<file path="src/rtl/adder_arbiter.sv">
// Two-requester arbiter sharing one 4-bit ripple-carry adder.
// Stage 1 arbitrates and latches the winner's operands, stage 2 registers
// the sum with the owner's ID. Keeps saturating per-requester grant counts.
module adder_arbiter #(
  parameter bit PRIORITY_RR = 1'b1
) (
  input  logic       clk,
  input  logic       rst,
  input  logic       req0,
  input  logic       req1,
  input  logic [3:0] A0_bus,
  input  logic [3:0] B0_bus,
  input  logic [3:0] A1_bus,
  input  logic [3:0] B1_bus,
  output logic       ack0,
  output logic       ack1,
  output logic       res_valid,
  output logic       res_id,
  output logic [3:0] S_bus,
  output logic [7:0] gnt_cnt0,
  output logic [7:0] gnt_cnt1
);

  localparam int unsigned DW = 4;
  localparam int unsigned CW = 8;
  localparam logic [CW-1:0] CNT_MAX = '1;

  // Bit-serial carry chain; carry-out is dropped so the sum wraps mod 16.
  function automatic logic [DW-1:0] ripple_adder(input logic [DW-1:0] a,
                                                  input logic [DW-1:0] b);
    logic          c;
    logic [DW-1:0] s;
    c = 1'b0;
    s = '0;
    for (int i = 0; i < int'(DW); i++) begin
      s[i] = a[i] ^ b[i] ^ c;
      c    = (a[i] & b[i]) | (c & (a[i] ^ b[i]));
    end
    return s;
  endfunction

  logic          ack0_q, ack0_d;
  logic          ack1_q, ack1_d;
  logic [DW-1:0] op_a_q, op_a_d;
  logic [DW-1:0] op_b_q, op_b_d;
  logic          st1_valid_q, st1_valid_d;
  logic          st1_id_q, st1_id_d;
  logic          last_q, last_d;
  logic [CW-1:0] gnt_cnt0_q, gnt_cnt0_d;
  logic [CW-1:0] gnt_cnt1_q, gnt_cnt1_d;
  logic          res_valid_q, res_valid_d;
  logic          res_id_q, res_id_d;
  logic [DW-1:0] s_q, s_d;

  logic any_req;
  logic win;

  assign any_req = req0 | req1;

  // Winner select: RR alternates on contention, fixed priority favours req0.
  always_comb begin
    win = 1'b0;
    if (PRIORITY_RR) begin
      if (req0 && req1) win = ~last_q;
      else              win = req1;
    end else begin
      win = ~req0;
    end
  end

  // Stage 1: grant, ack, operand latch and grant counters.
  always_comb begin
    ack0_d      = 1'b0;
    ack1_d      = 1'b0;
    op_a_d      = op_a_q;
    op_b_d      = op_b_q;
    st1_valid_d = 1'b0;
    st1_id_d    = st1_id_q;
    last_d      = last_q;
    gnt_cnt0_d  = gnt_cnt0_q;
    gnt_cnt1_d  = gnt_cnt1_q;
    if (any_req) begin
      st1_valid_d = 1'b1;
      st1_id_d    = win;
      last_d      = win;
      if (win) begin
        ack1_d = 1'b1;
        op_a_d = A1_bus;
        op_b_d = B1_bus;
        if (gnt_cnt1_q != CNT_MAX) gnt_cnt1_d = gnt_cnt1_q + CW'(1);
      end else begin
        ack0_d = 1'b1;
        op_a_d = A0_bus;
        op_b_d = B0_bus;
        if (gnt_cnt0_q != CNT_MAX) gnt_cnt0_d = gnt_cnt0_q + CW'(1);
      end
    end
  end

  // Stage 2: add and register; the sum holds when no operation is in flight.
  always_comb begin
    res_valid_d = st1_valid_q;
    res_id_d    = st1_id_q;
    s_d         = s_q;
    if (st1_valid_q) s_d = ripple_adder(op_a_q, op_b_q);
  end

  // State registers with synchronous reset; last=1 so requester 0 wins first.
  always_ff @(posedge clk) begin
    if (rst) begin
      ack0_q      <= 1'b0;
      ack1_q      <= 1'b0;
      op_a_q      <= '0;
      op_b_q      <= '0;
      st1_valid_q <= 1'b0;
      st1_id_q    <= 1'b0;
      last_q      <= 1'b1;
      gnt_cnt0_q  <= '0;
      gnt_cnt1_q  <= '0;
      res_valid_q <= 1'b0;
      res_id_q    <= 1'b0;
      s_q         <= '0;
    end else begin
      ack0_q      <= ack0_d;
      ack1_q      <= ack1_d;
      op_a_q      <= op_a_d;
      op_b_q      <= op_b_d;
      st1_valid_q <= st1_valid_d;
      st1_id_q    <= st1_id_d;
      last_q      <= last_d;
      gnt_cnt0_q  <= gnt_cnt0_d;
      gnt_cnt1_q  <= gnt_cnt1_d;
      res_valid_q <= res_valid_d;
      res_id_q    <= res_id_d;
      s_q         <= s_d;
    end
  end

  assign ack0      = ack0_q;
  assign ack1      = ack1_q;
  assign res_valid = res_valid_q;
  assign res_id    = res_id_q;
  assign S_bus     = s_q;
  assign gnt_cnt0  = gnt_cnt0_q;
  assign gnt_cnt1  = gnt_cnt1_q;

endmodule

</file>
<file path="config.mk">
export PLATFORM = sky130hd
export DESIGN_NAME = adder_arbiter
export DESIGN_NICKNAME = d
export VERILOG_FILES = /design/src/rtl/adder_arbiter.sv
export SDC_FILE = /design/constraint.sdc
export NUM_CORES = 1
export LEC_CHECK = 0
export CAP_MARGIN = 20
export CORE_MARGIN = 8
export CORE_UTILIZATION = 47
export CTS_CLUSTER_SIZE = 20
export DETAILED_ROUTE_END_ITERATION = 7
export PLACE_DENSITY = 0.79
export SLEW_MARGIN = 20
export SYNTH_ARGS = -nofsm -noshare
export SYNTH_HDL_FRONTEND = slang
export SYNTH_SLANG_ARGS = --single-unit
</file>
<file path="constraint.sdc">
create_clock -name clk -period 2.4 [get_ports clk]
set_input_delay 0.24 -clock clk [delete_from_list [all_inputs] [get_ports clk]]
set_output_delay 0.24 -clock clk [all_outputs]
set_load 0.02 [all_outputs]
</file>
Word-level counts from Yosys, hierarchy flattened
Index checks and enable logic that the tools add are counted.
- $add $sub $neg: 2
- eq/ne operators: 2
- multiplexer cells: 6
- bitwise gates (word level): 18
- reductions and logical operators: 4
- operator list (kind ; number):
    $add A8 B1 Y8 const B ; 2
    $ne A8 B8 Y1 const B ; 2
    $mux W4 ; 2
    $xor A1 B1 Y1 ; 7
    $reduce_and A3 Y1 ; 2
    $and A1 B1 Y1 ; 5
    $mux W1 ; 4
    $not A1 Y1 ; 3
    $or A1 B1 Y1 ; 3
    $reduce_or A2 Y1 ; 1
    $logic_and A1 B1 Y1 ; 1
- flip-flop bits (word level): 35
- input port bits: 20
- logic and storage cells: 44

Longest topological paths before layout
Gate-level depths: netlist of run 1.
- word-level depth: 6
- gate-level depth with buffers: 7

Worst setup path before layout of run 1
OpenSTA, ideal clock, no wires.
- path kind: register -> register
- from: register op_a_q[0]
- to: register s_q[3], in the netlist S_bus[3]
- data arrival time: 1.653 ns
- slack: 0.619 ns
- stages on the path, launching flop included: 8
- buffers on the path: 0
- clock period less this slack: 1.781 ns
- cells stage by stage: dfxtp_1 -> ha_1 -> fa_1 -> fa_1 -> xnor2_1 -> xnor2_1 -> mux2i_1 -> nor2_1
- word-level cells in the longest chain between the ends: 6
- ends and longest elaborated chain (element ; RTL line ; text):
    start, declared ; 44 ; logic [DW-1:0] op_a_q, op_a_d;
    start signal, assigned ; 126 ; op_a_q <= op_a_d;
    $and A1 B1 Y1 (2 in series) ; 37 ; c = (a[i] & b[i]) | (c & (a[i] ^ b[i]));
    $or A1 B1 Y1 ; 37 ;
    $and A1 B1 Y1 ; 37 ;
    $or A1 B1 Y1 ; 37 ;
    $xor A1 B1 Y1 ; 36 ; s[i] = a[i] ^ b[i] ^ c;
    end signal, assigned ; 122 ; s_q <= '0;
    end signal, assigned ; 135 ; s_q <= s_d;
    end, declared ; 53 ; logic [DW-1:0] s_q, s_d;
Every way passes these cells.
A chain may end at the register's enable or synchronous reset.

Worst setup path after layout of run 1
Ends and elaborated chain as after synthesis.

==> results.yml, run 1 <==
placement:
  dp_hpwl_um: 2800
  gpl.final_weighted_congestion: 0.865
  port_buffers: 43
  post-place-ws_ns: 0.411
  post-place-cells: 253
grt:
  grt_util_all_layers_pct: 14.1
  first_global_vias: 1393
  initial_antenna_violation_count: 0
  grt_start_max_net_pins: 26
  gr-total-overflow: 0
  grt_pass1_wl_um: 6020
detailed_routing:
  drt_first_pass_iters: 4
  route.detailed.vias_per_inst: 5.28
  route.detailed.wl_per_inst_um: 14.1
  drt_wl_total_um: 3680
  vias: 1373
  remaining_drc_errors: 0
  antenna_violating_nets_post_route: 0
  first_iter_violations: 77
synth:
  synth-seq-area-share_pct: 44.6
  syn-instance-count: 167
  synth_fp_nets: 192
  synth-seq-cells: 35
  synth-async-reset-ratio_pct: 0
  syn-mean-instance-area_um2: 9.41
  synth_edf_count: 0
  synth_top_flop_cell: "dfxtp_1"
  netlist_area_um2: 1570
  ys_warn_count: 0
  yosysUniqueCellTypes: 39
critical_path:
  reg2reg_to: "S_bus[3]"
  critPathKind: "flop to flop"
  timing.critical_path.from: "op_a_q[0]"
  worst_ep_required_time_ns: 2.63
  arrival_ns: 2.12
  crit_path_max_fanout: 2
  startpoint_types: "flop"
  timing.reg2reg.worst_path_depth: 7
  worst-r2r-setup-slack_ns: 0.51
  cp-end-kind: "flop"
  timing.rr.start: "op_a_q[0]"
power:
  finalPower_w: 0.00113
  p_leak_nw: 0.803
  vdd_ir_drop_max_v: 0.000334
  p_per_area_nw_per_um2: 537
clock_network:
  tritoncts: "built"
  worstSkewPairLatency_ns: 0.34
  clock-root-buffer: "clkbuf_4"
  postCtsResizedCells: 0
  cts_inserted_buffers: 5
  hold_buf_cts: 0
  cts_post_setup_buffers_inserted: 0
  htree_num_levels: 2
  cts_buffer_depth: 2
  cts_sinks: 35
  worst_setup_hold_path_clk_slew_ns: 0.10
sta:
  fin_crit_sh_pct: 78.6
  max-slew-margin-rel_pct: 55.0
  timing.setup.tns_ns: 0
  post-route-min-period_ns: 1.89
  final-hold-violation-count: 0
  rsz_0062_raised_after_global_routing: "false"
  post-route-worst-setup-slack_ns: 0.514
  skew_ns: 0.00558
  setup_violations: 0
  worst-slew-pin-transition_ns: 0.674
  fmaxAchievable_mhz: 530
  slew_viol_final: 0
floorplanning:
  die_area_um2: 5450
  dieWidth_um: 73.8
  initial_core_util_pct: 47.8
  core-area_um2: 3280
  chipHeight_um: 73.8
  pin_count: 44
  placement_rows: 21
layout:
  most-common-layout-cells: "clkdlybuf4s50_1, dfxtp_1, o21ai_0, mux2i_1, nor2_1"
  layout.cells.most_common: "clkdlybuf4s50_1"
  layoutNonFillerInstCount: 260
  final_layout_size_suffix_gt1_share_pct: 7.94
  count_of_antenna_diodes_in_the_layout: 0
  final_util_pct: 64.0
  growth_of_design_area_from_synthesis_to_finish_pct: 33.7
  layout.filler_cells: 290
  finalNetCount: 239
worst_hold_path:
  worstHoldPathType: "flop to flop"
  hold_path_end: "res_id"
  min_delay_path_depth: 1
  hold_path_startpoint: "res_id_d"
job:
  cap_violations: 0
run_status:
  run_status: "finished clean"
routing by layer:
layer	global-route usage, %	part of all wire [%]	vias to the layer above	wire length (um)
met1	14.5	42	647	1540
met3	5.32	6.0	6	221
met4	6.43	1.4	0	53
met2	24.4	51	37	1860
li1	-	-	683	-
met5	0	0	-	0
critical path, cell delays in order, from the launching register on:
cell and delay [ns]:
dfxtp_1 0.33, ha_1 0.21, fa_1 0.38, fa_1 0.40, xnor2_1 0.15, xnor2_1 0.13, mux2i_1 0.13, nor2_1 0.05
where the power goes:
group          internal [W]  leakage, nW  switching [W]
clock              0.000136       0.0341       0.000188
combinational     0.0000924        0.483      0.0000792
sequential         0.000610        0.287      0.0000220
how the worst max path moves through the flow:
stage                     end  slack (ns)  cells after the start
floorplan            S_bus[3]        0.62                      7
global placement    op_b_q[1]        0.53                      5
detailed placement  op_a_q[2]        0.41                      5
CTS                  S_bus[3]        0.50                      7
global route         S_bus[3]        0.42                      7
finish               S_bus[3]        0.51                      7
synth_stat cells, types with 3 or more instances:
cell type  count  area, um^2
and3_1         3        18.8
nor3_1         8        40.0
mux2i_1       16         160
nor2b_1        5        31.3
clkbuf_1       3        11.3
nand3_1        5        25.0
inv_1          6        22.5
dfxtp_1       35         701
nand4_1        4        25.0
ha_1           3        37.5
o21ai_0       16        80.1
and4_1         4        35.0
a21oi_1        5        25.0
nand2_1       11        41.3
nor2_1        14        52.6
cell families after synthesis:
family,share of synthesized area [%]
buf+inv,3.82
xor+xnor,1.67
flops,44.6
mux,10.9
compound gates,11.9
simple gates,22.1
fa+ha+maj,4.94
final cells by class:
class                      instances  area [um^2]  share of cell area, %
clock inverter                     1         5.00                  0.238
inverter                           6         22.5                   1.07
sequential                        35          701                   33.4
timing repair buffer              46          453                   21.6
tap                               46         57.6                   2.74
clock buffer                       6         51.3                   2.44
multi-input combinational        120          811                   38.6
state kept, by name, summed over array words and instances, names as in the netlist:
| name | flops |
|---|---|
| S_bus | 4 |
| ack0 | 1 |
| ack1 | 1 |
| gnt_cnt0 | 8 |
| gnt_cnt1 | 8 |
| last_q | 1 |
| op_a_q | 4 |
| op_b_q | 4 |
| res_id | 1 |
| res_id_d | 1 |
| res_valid | 1 |
| res_valid_d | 1 |
per-stage QoR:
step | instance area (um^2) | hold slack, ns
2_1_floorplan | 1570 | 0.377
3_3_place_gp | 2040 | 0.447
3_5_place_dp | 2040 | 0.463
4_1_cts | 2100 | 0.477
5_1_grt | 2100 | 0.504
6_report | 2100 | 0.473
(Power assumes the default switching activity.)
==> run 2: changes to the inputs <==
--- a/config.mk
+++ b/config.mk
@@ -7,10 +7,10 @@
 export LEC_CHECK = 0
 export CAP_MARGIN = 20
 export CORE_MARGIN = 8
-export CORE_UTILIZATION = 47
+export CORE_UTILIZATION = 42
 export CTS_CLUSTER_SIZE = 20
 export DETAILED_ROUTE_END_ITERATION = 7
-export PLACE_DENSITY = 0.79
+export PLACE_DENSITY = 0.74
 export SLEW_MARGIN = 20
 export SYNTH_ARGS = -nofsm -noshare
 export SYNTH_HDL_FRONTEND = slang
==> constraint.sdc (replaced) <==
create_clock -name clk -period 1.5 [get_ports clk]
set_input_delay 0.15 -clock clk [delete_from_list [all_inputs] [get_ports clk]]
set_output_delay 0.15 -clock clk [all_outputs]
set_load 0.02 [all_outputs]
==> run 2 against run 1 <==
The flow now finishes with violations (setup timing). Sequential share of layout area is 2.7 points lower. Power up 77%. Clock power increased by 100%. Critical endpoint unchanged. Largest cell class unchanged. Highest routed layer unchanged.
==> results.yml, run 2 (synthesis gave the netlist of run 1 again) <==
floorplanning:
  die_area_um2: 5960
  pin_count: 44
  chipHeight_um: 77.2
  dieWidth_um: 77.2
  initial_core_util_pct: 43.3
  placement_rows: 22
  core-area_um2: 3630
critical_path:
  worst-r2r-setup-slack_ns: -0.25
  worst_ep_required_time_ns: 1.68
  cp-end-kind: "flop"
  worstPathCellList: "ha_4 > fa_2 > fa_2 > xnor2_2 > xnor2_1 > mux2i_1 > nor2_1"
  crit_path_max_fanout: 2
  timing.rr.start: "op_a_q[0]"
  startpoint_types: "flop"
  timing.critical_path.from: "op_a_q[0]"
  critPathSlowestCell: "fa_2"
  critical_path.endpoint: "S_bus[3]"
  reg2reg_to: "S_bus[3]"
  timing.reg2reg.worst_path_depth: 7
  critPathKind: "flop to flop"
  arrival_ns: 1.93
  worst_path_most_repeated_cell: "fa_2"
  max_stage_delay_ns: 0.36
detailed_routing:
  vias: 1398
  route.detailed.wl_per_inst_um: 14.0
  drt_first_pass_iters: 4
  route.detailed.vias_per_inst: 5.08
  drt_wl_total_um: 3840
  first_iter_violations: 89
  antenna_violating_nets_post_route: 0
  remaining_drc_errors: 0
grt:
  first_global_vias: 1412
  gr-total-overflow: 0
  grt_pass1_wl_um: 6300
  initial_antenna_violation_count: 0
  grt_util_all_layers_pct: 12.6
  grt_start_max_net_pins: 14
clock_network:
  cts_buffer_depth: 2
  cts_inserted_buffers: 5
  worst_setup_hold_path_clk_slew_ns: 0.07
  cts_sinks: 35
  htree_num_levels: 2
  tritoncts: "built"
  clock-root-buffer: "clkbuf_8"
  worstSkewPairLatency_ns: 0.29
sta:
  max-slew-margin-rel_pct: 80.4
  holdWs_ns: 0.465
  post-route-worst-setup-slack_ns: -0.254
  fin_crit_sh_pct: 117
  rsz_0062_raised_after_global_routing: "true"
  timing.setup.tns_ns: -0.303
  skew_ns: 0.00437
  slew_viol_final: 0
  final-hold-violation-count: 0
  worst-slew-pin-transition_ns: 0.293
  post-route-min-period_ns: 1.75
  setup_violations: 2
  fmaxAchievable_mhz: 570
run_status:
  violations_in_the_final_reports: "setup timing"
  run_status: "finished with violations"
layout:
  multi_input_comb_area_um2: 866
  growth_of_design_area_from_synthesis_to_finish_pct: 47.2
  layout.area.seq_um2: 708
  final_layout_size_suffix_gt1_share_pct: 17.6
  finalNetCount: 251
  layout.filler_cells: 332
  postLayoutCellArea_um2: 2310
  count_of_antenna_diodes_in_the_layout: 0
  most-common-layout-cells: "dfxtp_1, clkdlybuf4s50_1, mux2i_1"
  final_util_pct: 63.7
worst_hold_path:
  worstHoldPathType: "flop to flop"
  hold_path_startpoint: "res_id_d"
placement:
  port_buffers: 43
  placedInstanceArea_um2: 2160
  gpl.final_weighted_congestion: 0.798
  post-place-ws_ns: -0.251
  dp_hpwl_um: 2800
job:
  cap_violations: 0
power:
  p_per_area_nw_per_um2: 861
  p_leak_nw: 1.01
  vdd_ir_drop_max_v: 0.000866
run 2: cell types whose count changed in the layout (fill, tap and decap cells not counted), sizes merged:
cell           delta
buf              +12
clkdlybuf4s50    -12
dlygate4sd2       +6
dlymetal6s2s      +6
clkbuf            +1
run 2: worst min path at each step:
stage	endpoint	cells past startpoint
floorplan	last_q	2
global placement	op_b_q[0]	2
detailed placement	res_id	1
CTS	res_id	1
global route	res_id	1
finish	res_id	1
run 2: layer usage:
layer	track usage [%]	vias up	share of wire, %
li1	-	708	-
met1	14.2	645	43
met2	20.3	37	48
met3	5.71	8	7.2
met4	5.09	0	1.6
met5	0	-	0
run 2: where the power goes:
group / total [W] / leakage (nW) / internal [W] / switching, W
combinational: 0.000316 / 0.683 / 0.000181 / 0.000135
clock: 0.000655 / 0.0422 / 0.000326 / 0.000329
sequential: 0.00102 / 0.288 / 0.000979 / 0.0000419
run 2: layout make-up:
type,count,share of cell area (%)
Clock buffer,7,3.30
Clock inverter,1,0.216
Inverter,6,0.973
Multi-Input combinational cell,120,37.4
Sequential cell,35,30.6
Tap cell,48,2.60
Timing Repair Buffer,58,24.9
run 2: timing repair:
| action | 4_1_cts | 5_1_grt |
|---|---|---|
| hold buffers | 0 | 0 |
| endpoints found under the hold margin | 0 | 0 |
| pin swaps | 1 | 2 |
| setup endpoints to repair | 8 | 11 |
| resized for setup | 8 | 16 |
| setup buffers | 1 | 1 |
run 2: critical path, delay by kind of cell, from the launching register on:
family,cells,cell delay [ns]
and+or+nand+nor,1,0.06
DFF,1,0.34
adders and majority gates,3,0.84
xor gates and xnor gates,2,0.28
muxes,1,0.13
run 2: metrics by stage:
stage | cells | power, W
4_1_cts | 274 | 0.00200
5_1_grt | 275 | 0.00207
3_5_place_dp | 265 | 0.00134
3_3_place_gp | 265 | 0.00134
6_report | 275 | 0.00199
2_1_floorplan | 167 | 0.00118
